--- config.mk ---
export PLATFORM = sky130hd
export DESIGN_NAME = hazard_scoreboard
export DESIGN_NICKNAME = d
export VERILOG_FILES = /design/src/rtl/hazard_pkg.sv /design/src/rtl/sb_match.sv /design/src/rtl/hazard_scoreboard.sv
export SDC_FILE = /design/constraint.sdc
export NUM_CORES = 1
export LEC_CHECK = 0
export ABC_CLOCK_PERIOD_IN_PS = 3370
export CORE_MARGIN = 2
export CORE_UTILIZATION = 45
export CTS_BUF_LIST = sky130_fd_sc_hd__clkbuf_8 sky130_fd_sc_hd__clkbuf_16
export CTS_CLUSTER_DIAMETER = 80
export CTS_CLUSTER_SIZE = 30
export DETAILED_ROUTE_END_ITERATION = 7
export GPL_TIMING_DRIVEN = 0
export PLACE_DENSITY = 0.77
export SYNTH_ARGS = -nofsm -noshare
export SYNTH_HDL_FRONTEND = slang
export SYNTH_SLANG_ARGS = --single-unit
--- constraint.sdc ---
create_clock -name clk -period 3.37 [get_ports clk]
set_input_delay 0.5055 -clock clk [delete_from_list [all_inputs] [get_ports clk]]
set_output_delay 0.5055 -clock clk [all_outputs]
set_load 0.02 [all_outputs]
--- src/rtl/hazard_pkg.sv ---
// -----------------------------------------------------------------------------
// hazard_pkg
//
// Shared definitions for the LEGv8 hazard scoreboard:
//   REG_W      - default register-index width
//   ZERO_REG   - default index of XZR, which never creates a hazard
//   sb_entry_t - one scoreboard entry describing an in-flight instruction
// -----------------------------------------------------------------------------
package hazard_pkg;

  localparam int REG_W    = 5;
  localparam int ZERO_REG = 31;

  // One in-flight instruction as seen by the hazard logic. The rd field width
  // follows the package REG_W, so the design's REG_W must match it.
  typedef struct packed {
    logic             valid;     // slot holds a real instruction
    logic [REG_W-1:0] rd;        // destination register index
    logic             regwrite;  // instruction writes rd
    logic             memread;   // instruction is a load
  } sb_entry_t;

endpackage : hazard_pkg

--- src/rtl/sb_match.sv ---
// -----------------------------------------------------------------------------
// sb_match
//
// Combinational compare of one scoreboard entry against the two source
// operands of the instruction in ID.
//
// Ports:
//   entry     in   scoreboard entry under test
//   rs1, rs2  in   source indices of the instruction in ID
//   rs1_used  in   rs1 is actually read
//   rs2_used  in   rs2 is actually read
//   hit       out  entry produces a register that ID reads
//   load_hit  out  hit, and the producing instruction is a load
// -----------------------------------------------------------------------------
module sb_match
  import hazard_pkg::sb_entry_t;
#(
  parameter int REG_W    = hazard_pkg::REG_W,
  parameter int ZERO_REG = hazard_pkg::ZERO_REG
) (
  input  sb_entry_t        entry,
  input  logic [REG_W-1:0] rs1,
  input  logic [REG_W-1:0] rs2,
  input  logic             rs1_used,
  input  logic             rs2_used,
  output logic             hit,
  output logic             load_hit
);

  logic producer;
  logic hit_rs1;
  logic hit_rs2;

  // A writer of XZR is never a producer: the register always reads as zero.
  assign producer = entry.valid && entry.regwrite &&
                    (entry.rd != REG_W'(ZERO_REG));

  assign hit_rs1  = producer && rs1_used && (entry.rd == rs1);
  assign hit_rs2  = producer && rs2_used && (entry.rd == rs2);

  assign hit      = hit_rs1 || hit_rs2;
  assign load_hit = hit && entry.memread;

endmodule : sb_match

--- src/rtl/hazard_scoreboard.sv ---
// -----------------------------------------------------------------------------
// hazard_scoreboard
//
// Hazard-detection unit for the LEGv8 pipeline. Keeps a shadow copy of the
// destinations in flight in the DEPTH stages after decode (entry 0 = EX,
// entry DEPTH-1 = WB) and stalls the instruction in ID on a RAW dependency.
// With FWD_EN = 0 it stalls until the producer reaches write-back; with
// FWD_EN = 1 only the load-use case stalls. A taken branch flushes IF/ID and
// ID/EX and overrides any stall. A saturating counter records stall cycles.
//
// Ports:
//   clk           in   system clock
//   reset         in   synchronous active-high reset
//   id_valid      in   IF/ID holds a real instruction
//   id_rs1/rs2    in   source indices of the instruction in ID
//   id_rs*_used   in   the corresponding source is actually read
//   id_rd         in   destination of the instruction in ID
//   id_regwrite   in   instruction in ID writes id_rd
//   id_memread    in   instruction in ID is a load
//   branch_taken  in   taken branch resolved in MEM this cycle
//   pc_enable     out  PC may advance
//   if_id_enable  out  IF/ID may load
//   if_id_flush   out  IF/ID loads a bubble
//   id_ex_bubble  out  ID/EX loads a bubble instead of decoded controls
//   stall         out  hazard stall active this cycle
//   stall_count   out  saturating count of stall cycles
// -----------------------------------------------------------------------------
module hazard_scoreboard
  import hazard_pkg::sb_entry_t;
#(
  parameter int REG_W    = hazard_pkg::REG_W,
  parameter int ZERO_REG = hazard_pkg::ZERO_REG,
  parameter int DEPTH    = 3,   // legal range 2..8
  parameter int FWD_EN   = 0,
  parameter int CNT_W    = 16
) (
  input  logic             clk,
  input  logic             reset,
  input  logic             id_valid,
  input  logic [REG_W-1:0] id_rs1,
  input  logic [REG_W-1:0] id_rs2,
  input  logic             id_rs1_used,
  input  logic             id_rs2_used,
  input  logic [REG_W-1:0] id_rd,
  input  logic             id_regwrite,
  input  logic             id_memread,
  input  logic             branch_taken,
  output logic             pc_enable,
  output logic             if_id_enable,
  output logic             if_id_flush,
  output logic             id_ex_bubble,
  output logic             stall,
  output logic [CNT_W-1:0] stall_count
);

  sb_entry_t        sb [DEPTH];
  sb_entry_t        new_entry;
  logic [DEPTH-1:0] stall_hit;
  logic             hazard;

  // ---------------------------------------------------------------------------
  // Per-entry compare. Which entries may cause a stall depends on the mode:
  // without forwarding every entry before WB does (WB writes the register
  // file before ID reads it); with forwarding only a load sitting in EX does.
  // ---------------------------------------------------------------------------
  for (genvar i = 0; i < DEPTH; i++) begin : g_entry
    logic hit;
    logic load_hit;

    sb_match #(
      .REG_W    (REG_W),
      .ZERO_REG (ZERO_REG)
    ) u_match (
      .entry    (sb[i]),
      .rs1      (id_rs1),
      .rs2      (id_rs2),
      .rs1_used (id_rs1_used),
      .rs2_used (id_rs2_used),
      .hit      (hit),
      .load_hit (load_hit)
    );

    assign stall_hit[i] = (FWD_EN != 0) ? ((i == 0) && load_hit)
                                        : ((i < DEPTH - 1) && hit);
  end

  assign hazard = |stall_hit;

  // ---------------------------------------------------------------------------
  // Pipeline control. The flush wins over the stall: the stalled instruction
  // is on the wrong path and is discarded, so the front end must move on.
  // ---------------------------------------------------------------------------
  assign stall        = id_valid && hazard && !branch_taken;
  assign pc_enable    = !stall;
  assign if_id_enable = !stall;
  assign if_id_flush  = branch_taken;
  assign id_ex_bubble = stall || branch_taken;

  // Entry 0 receives the ID instruction only when it really advances into
  // EX; a stall or a flush sends a bubble instead.
  // NOTE: always_comb assigns a full default first so no path leaves
  // new_entry unassigned, which would otherwise infer a latch.
  always_comb begin
    new_entry = '0;
    if (id_valid && !stall && !branch_taken) begin
      new_entry.valid    = 1'b1;
      new_entry.rd       = id_rd;
      new_entry.regwrite = id_regwrite;
      new_entry.memread  = id_memread;
    end
  end

  // ---------------------------------------------------------------------------
  // Scoreboard shift and stall counter. The array advances every cycle,
  // mirroring the real pipeline; the oldest entry simply falls off.
  // NOTE: the scoreboard is a handful of flops, not a RAM, and is cleared on
  // reset because stale valid bits would produce phantom stalls. Sequential
  // state uses non-blocking assignments so every entry shifts from the
  // pre-edge values.
  // ---------------------------------------------------------------------------
  always_ff @(posedge clk) begin
    if (reset) begin
      for (int i = 0; i < DEPTH; i++) begin
        sb[i] <= '0;
      end
      stall_count <= '0;
    end else begin
      sb[0] <= new_entry;
      for (int i = 1; i < DEPTH; i++) begin
        sb[i] <= sb[i-1];
      end
      if (stall && (stall_count != '1)) begin
        stall_count <= stall_count + CNT_W'(1);
      end
    end
  end

endmodule : hazard_scoreboard

==> qor.csv, run 1 <==
metric,value,unit
multi_input_area,895,sq um
htreeDepth,2,
worst-setup-path-type,in -> out,
core-area,3340,sq um
fin_ws,0.224,ns
wl_per_cell,14.6,um
layout_commonest_cell,clkdlybuf4s50_1,
clk_pin_slew,0.06,ns
dp_cells,260,
report.final.slew_viol_count,0,
rsz0062_at_grt,false,
grt_start_max_net_pins,12,
async_flop_share,0,%
fin_tns_setup,0,ns
synth_cell_types,40,
fin_crit,3.15,ns
min_period_over_period,93.4,%
remaining_drc_errors,0,
whs_path_depth,1,
cts_hold_buffers,0,
path_cells,clkdlybuf4s50_1 -> xnor2_1 -> nand4_1 -> o22ai_2 -> a22oi_4 -> buf_6 -> inv_2 -> clkdlybuf4s50_1,
place_hpwl,2900,um
nets,244,
io_buffers,41,
antenna_left,0,
synth_edf_count,0,
max_slew_margin,59.3,%
clk_latency,0.29,ns
r2r-end,stall_count[5],
p_leak,0.727,nW
vias,1458,
top_layer_used,met4,
viasPerCell,5.48,
critPathMaxFanout,20,
ys_ff_latch,30,
wl_met3,265,um
post_dp_cell_area,2030,sq um
r2r_setup_slack,1.14,ns
tightest_slew,0.606,ns
overflow,0,
worstPathRequired,2.86,ns
p_int,0.000635,W
fin_area,2140,sq um
seq_area,601,sq um
layout_common_cells,"clkdlybuf4s50_1, dfxtp_1, xnor2_1",
insertedDiodeCount,0,
finalSetupViolCount,0,
pre_cts_ws,0.0643,ns
power.density,370,nW/um^2
ys_seq_area_share,38.6,%
rows,21,
max_cap_viol_count,0,
cts_num_sinks,30,
status,"complete, no violations",
power_switching,0.000158,W
cts_buffer_depth,2,
r2r_start,sb[0][4],
synth_ff_type,dfxtp_1,
peakVddDrop,0.286,mV
final-hold-violation-count,0,
cpPeakStageDelay,0.62,ns
crit_path_top_delay_cell,clkdlybuf4s50_1,
p_total,0.000792,W
comb_power_share,8.3,%
area_delta_synth_final,37.3,%
cts_tree,done,
n_fill_cell,298,
dieArea,3950,sq um
routabilityCongestion,0.868,
p_seq_share,45.8,%
antenna_found_initial,0,
dr.pass1.iters,4,
syn_nets,197,
io_pins,44,
p_sw_share,19.9,%
fmax,0.318,GHz
syn-cell-area,1560,sq um
critPathLaunch,id_rs2[2],
cts_root_buf,clkbuf_8,
wl,3880,um
hp-class,reg -> reg,
drt_iter0_markers,60,
initial_utilization,46.7,%
met1_length,1650,um
syn-instance-count,173,
crit_path_end_kind,output pin,
crit_path_end,stall,
skew,0.00624,ns
grt_usage,20.9,%
startpoint_type,input pin,
grt_pass1_wl,6380,um
crit_arrival,2.64,ns
met2_length,1900,um
drive_gt1_share,9.55,%
die_w,62.8,um
cts_made_buffers,5,
yosysWarnings,0,
rr_worst_depth,7,
fin_cells,266,
die_y,62.8,um
synth_area_per_cell,9.00,sq um
crit_top_cell,clkdlybuf4s50_1,
power_frac_clock,46.0,%
grt_pass1_vias,1403,
[per-stage QoR]
step | hold WS [ns] | utilization, %
4_1_cts | 0.472 | 64.1
5_1_grt | 0.499 | 64.1
2_1_floorplan | 0.438 | -
6_report | 0.470 | 64.1
3_5_place_dp | 0.458 | 60.7
3_3_place_gp | 0.449 | 60.7
[cell usage after synthesis, types with 2 or more instances]
| cell | count | share of area (%) |
|---|---|---|
| dfxtp_1 | 30 | 39 |
| clkbuf_1 | 3 | 0.72 |
| nand4_1 | 5 | 2.0 |
| nor2b_1 | 10 | 4.0 |
| nor4_1 | 3 | 1.2 |
| buf_4 | 4 | 1.9 |
| or4_1 | 8 | 3.9 |
| xnor2_1 | 20 | 11 |
| and2_1 | 6 | 2.4 |
| a211oi_1 | 2 | 0.96 |
| and3_1 | 3 | 1.2 |
| and4_1 | 3 | 1.7 |
| a21oi_1 | 12 | 3.9 |
| a31oi_1 | 2 | 0.80 |
| nand3_1 | 6 | 1.9 |
| and2b_1 | 2 | 0.96 |
| inv_1 | 2 | 0.48 |
| nand2_1 | 14 | 3.4 |
| nor2_1 | 7 | 1.7 |
| o21ai_0 | 2 | 0.64 |
| mux2_2 | 2 | 1.4 |
| nor3_1 | 2 | 0.64 |
| o31ai_1 | 8 | 3.9 |
[kinds of logic after synthesis]
family,after synthesis,synth area share [%]
simple gates,75,28.5
buf+inv,12,4.42
mux,3,2.17
flops,30,38.6
xor+xnor,20,11.2
compound gates,32,14.3
fa+ha+maj,1,0.803
[power groups by stage]
stage	clock network [W]	registers (W)	logic [W]
final	0.000364	0.000363	0.0000655
after global routing	0.000387	0.000363	0.0000706
after CTS	0.000371	0.000362	0.0000652
after floorplan	0	0.000369	0.0000300
after global placement	0	0.000370	0.0000627
after detailed placement	0	0.000370	0.0000647
[final cells by class]
type	instances	share of cell area (%)
well taps	46	2.69
repair buffers	41	19.2
clock inverters	1	1.40
clock buffers	6	3.86
plain buffers	8	2.46
flip-flops and latches	30	28.1
inverters	3	0.526
multi-input cells	131	41.8
[what timing repair did]
item                       CTS  global route
gates resized for setup      0             1
setup buffers                0             0
setup endpoints to repair    0             1
[worst min path at each step]
stage	slack (ns)	endpoint	startpoint
after floorplan	0.44	sb[0][9]	sb[0][1]
final	0.47	sb[0][15]	sb[0][7]
after detailed placement	0.46	sb[0][15]	sb[0][7]
after CTS	0.47	sb[0][15]	sb[0][7]
after global placement	0.45	sb[0][15]	sb[0][7]
after global routing	0.50	sb[0][15]	sb[0][7]
[sequential cells by signal, indices dropped and copies added (netlist names)]
name,cells
stall_count,16
sb,14
[worst max-delay path: cells and delay by family]
family / cells / cell delay (ns)
xor gates and xnor gates: 1 / 0.14
and+or+nand+nor: 1 / 0.13
AOI/OAI and AO/OA: 2 / 0.42
buffers and inverters: 4 / 1.44
[per-layer routing]
metal	up-vias	GRT usage, %
met5	-	0
met3	6	6.67
met4	0	8.89
li1	712	-
met2	56	34.3
met1	684	25.0
Note: power is estimated with default switching activity, not from simulation.
==> run 2: changes to the inputs <==
Settings changed: CORE_ASPECT_RATIO set to 0.5.
==> qor.csv, run 2 (synthesis results as in run 1) <==
metric,value,unit
grt_start_max_net_pins,12,
cts_buffer_depth,2,
skew,0.00914,ns
rsz0062_at_grt,false,
clk_pin_slew,0.06,ns
antenna_found_initial,0,
startpoint_type,input pin,
wl,3430,um
routabilityCongestion,0.837,
largestRegisters,"stall_count x16, sb x14",
die_y,45.6,um
cts_root_buf,clkbuf_8,
cts_tree,done,
htreeDepth,2,
grt_usage,18.8,%
final-hold-violation-count,0,
die_w,87.2,um
postLayoutCoreUtil,62.8,%
dieArea,3980,sq um
nets,245,
max_cap_viol_count,0,
top_register,stall_count,
core-area,3380,sq um
max_slew_margin,64.3,%
finalSetupViolCount,0,
clk_latency,0.28,ns
overflow,0,
vias,1408,
fin_crit,3.11,ns
cts_hold_buffers,0,
rows,15,
cts_num_sinks,30,
hp-class,reg -> reg,
grt_pass1_wl,5580,um
fmax,0.321,GHz
drt_iter0_markers,53,
antenna_left,0,
power.density,340,nW/um^2
worst-setup-path-type,in -> out,
min_period_over_period,92.4,%
viasPerCell,5.33,
drive_gt1_share,9.91,%
p_leak,0.726,nW
layout_common_cells,"clkdlybuf4s50_1, dfxtp_1, xnor2_1",
peakVddDrop,0.229,mV
cts_made_buffers,5,
initial_utilization,46.1,%
place_hpwl,2550,um
crit_arrival,2.61,ns
critPathMaxFanout,20,
fin_tns_setup,0,ns
tightest_slew,0.531,ns
wl_per_cell,13.0,um
io_buffers,41,
largest_reg_flops,16,
dr.pass1.iters,4,
remaining_drc_errors,0,
grt_pass1_vias,1285,
crit_path_end_kind,output pin,
status,"complete, no violations",
report.final.slew_viol_count,0,
layout_commonest_cell,clkdlybuf4s50_1,
io_pins,44,
area_delta_synth_final,36.1,%
insertedDiodeCount,0,
worstPathRequired,2.86,ns
-- run 2: metrics by stage --
stage	std cells	hold slack, ns	worst slack (ns)	instance area, sq um	total power, W
after floorplan	173	0.438	1.23	1560	0.000399
after global placement	256	0.447	0.0609	2020	0.000433
after detailed placement	256	0.456	0.0617	2020	0.000434
after CTS	264	0.466	0.0433	2110	0.000726
after global routing	264	0.489	0.119	2120	0.000747
final	264	0.463	0.257	2120	0.000720
-- run 2: area by class of cell --
type                       count  area (sq um)
buffer                         8          52.6
multi-input combinational    131           895
fill                         286          1260
clock inverter                 2          8.76
timing repair buffer          42           418
inverter                       3          11.3
clock buffer                   6          82.6
sequential                    30           601
tap                           42          52.6
-- run 2: worst max-delay path, cell delays in order --
cell and delay, ns:
clkdlybuf4s50_1 0.53, xnor2_1 0.13, nand4_1 0.12, o22ai_2 0.27, a22oi_4 0.14, buf_6 0.18, inv_2 0.11, clkdlybuf4s50_1 0.61
-- run 2: final timing paths --
path / startpoint / end / slack [ns] / cells past startpoint
setup / recovery: id_rs2[3] / stall / 0.26 / 8
hold / removal: sb[0][7] / sb[0][15] / 0.46 / 1
setup reg to reg: sb[0][4] / stall_count[10] / 1.27 / 7
hold reg to reg: sb[0][7] / sb[0][15] / 0.46 / 1
-- run 2: report_power, final --
part	internal, W	switching (W)
logic	0.0000397	0.0000248
registers	0.000359	0.00000350
clock network	0.000161	0.000132
-- run 2: timing repair --
action                                  CTS  global route
resized for setup                         0             1
buffers inserted                          0             1
endpoints found under the setup margin    0             2
-- run 2: routing by layer --
layer	GRT usage, %	up-vias	share of wire (%)
met5	0	-	0
met4	9.85	0	2.0
met3	5.62	7	3.7
met2	30.7	26	46
met1	22.9	653	48
li1	-	722	-
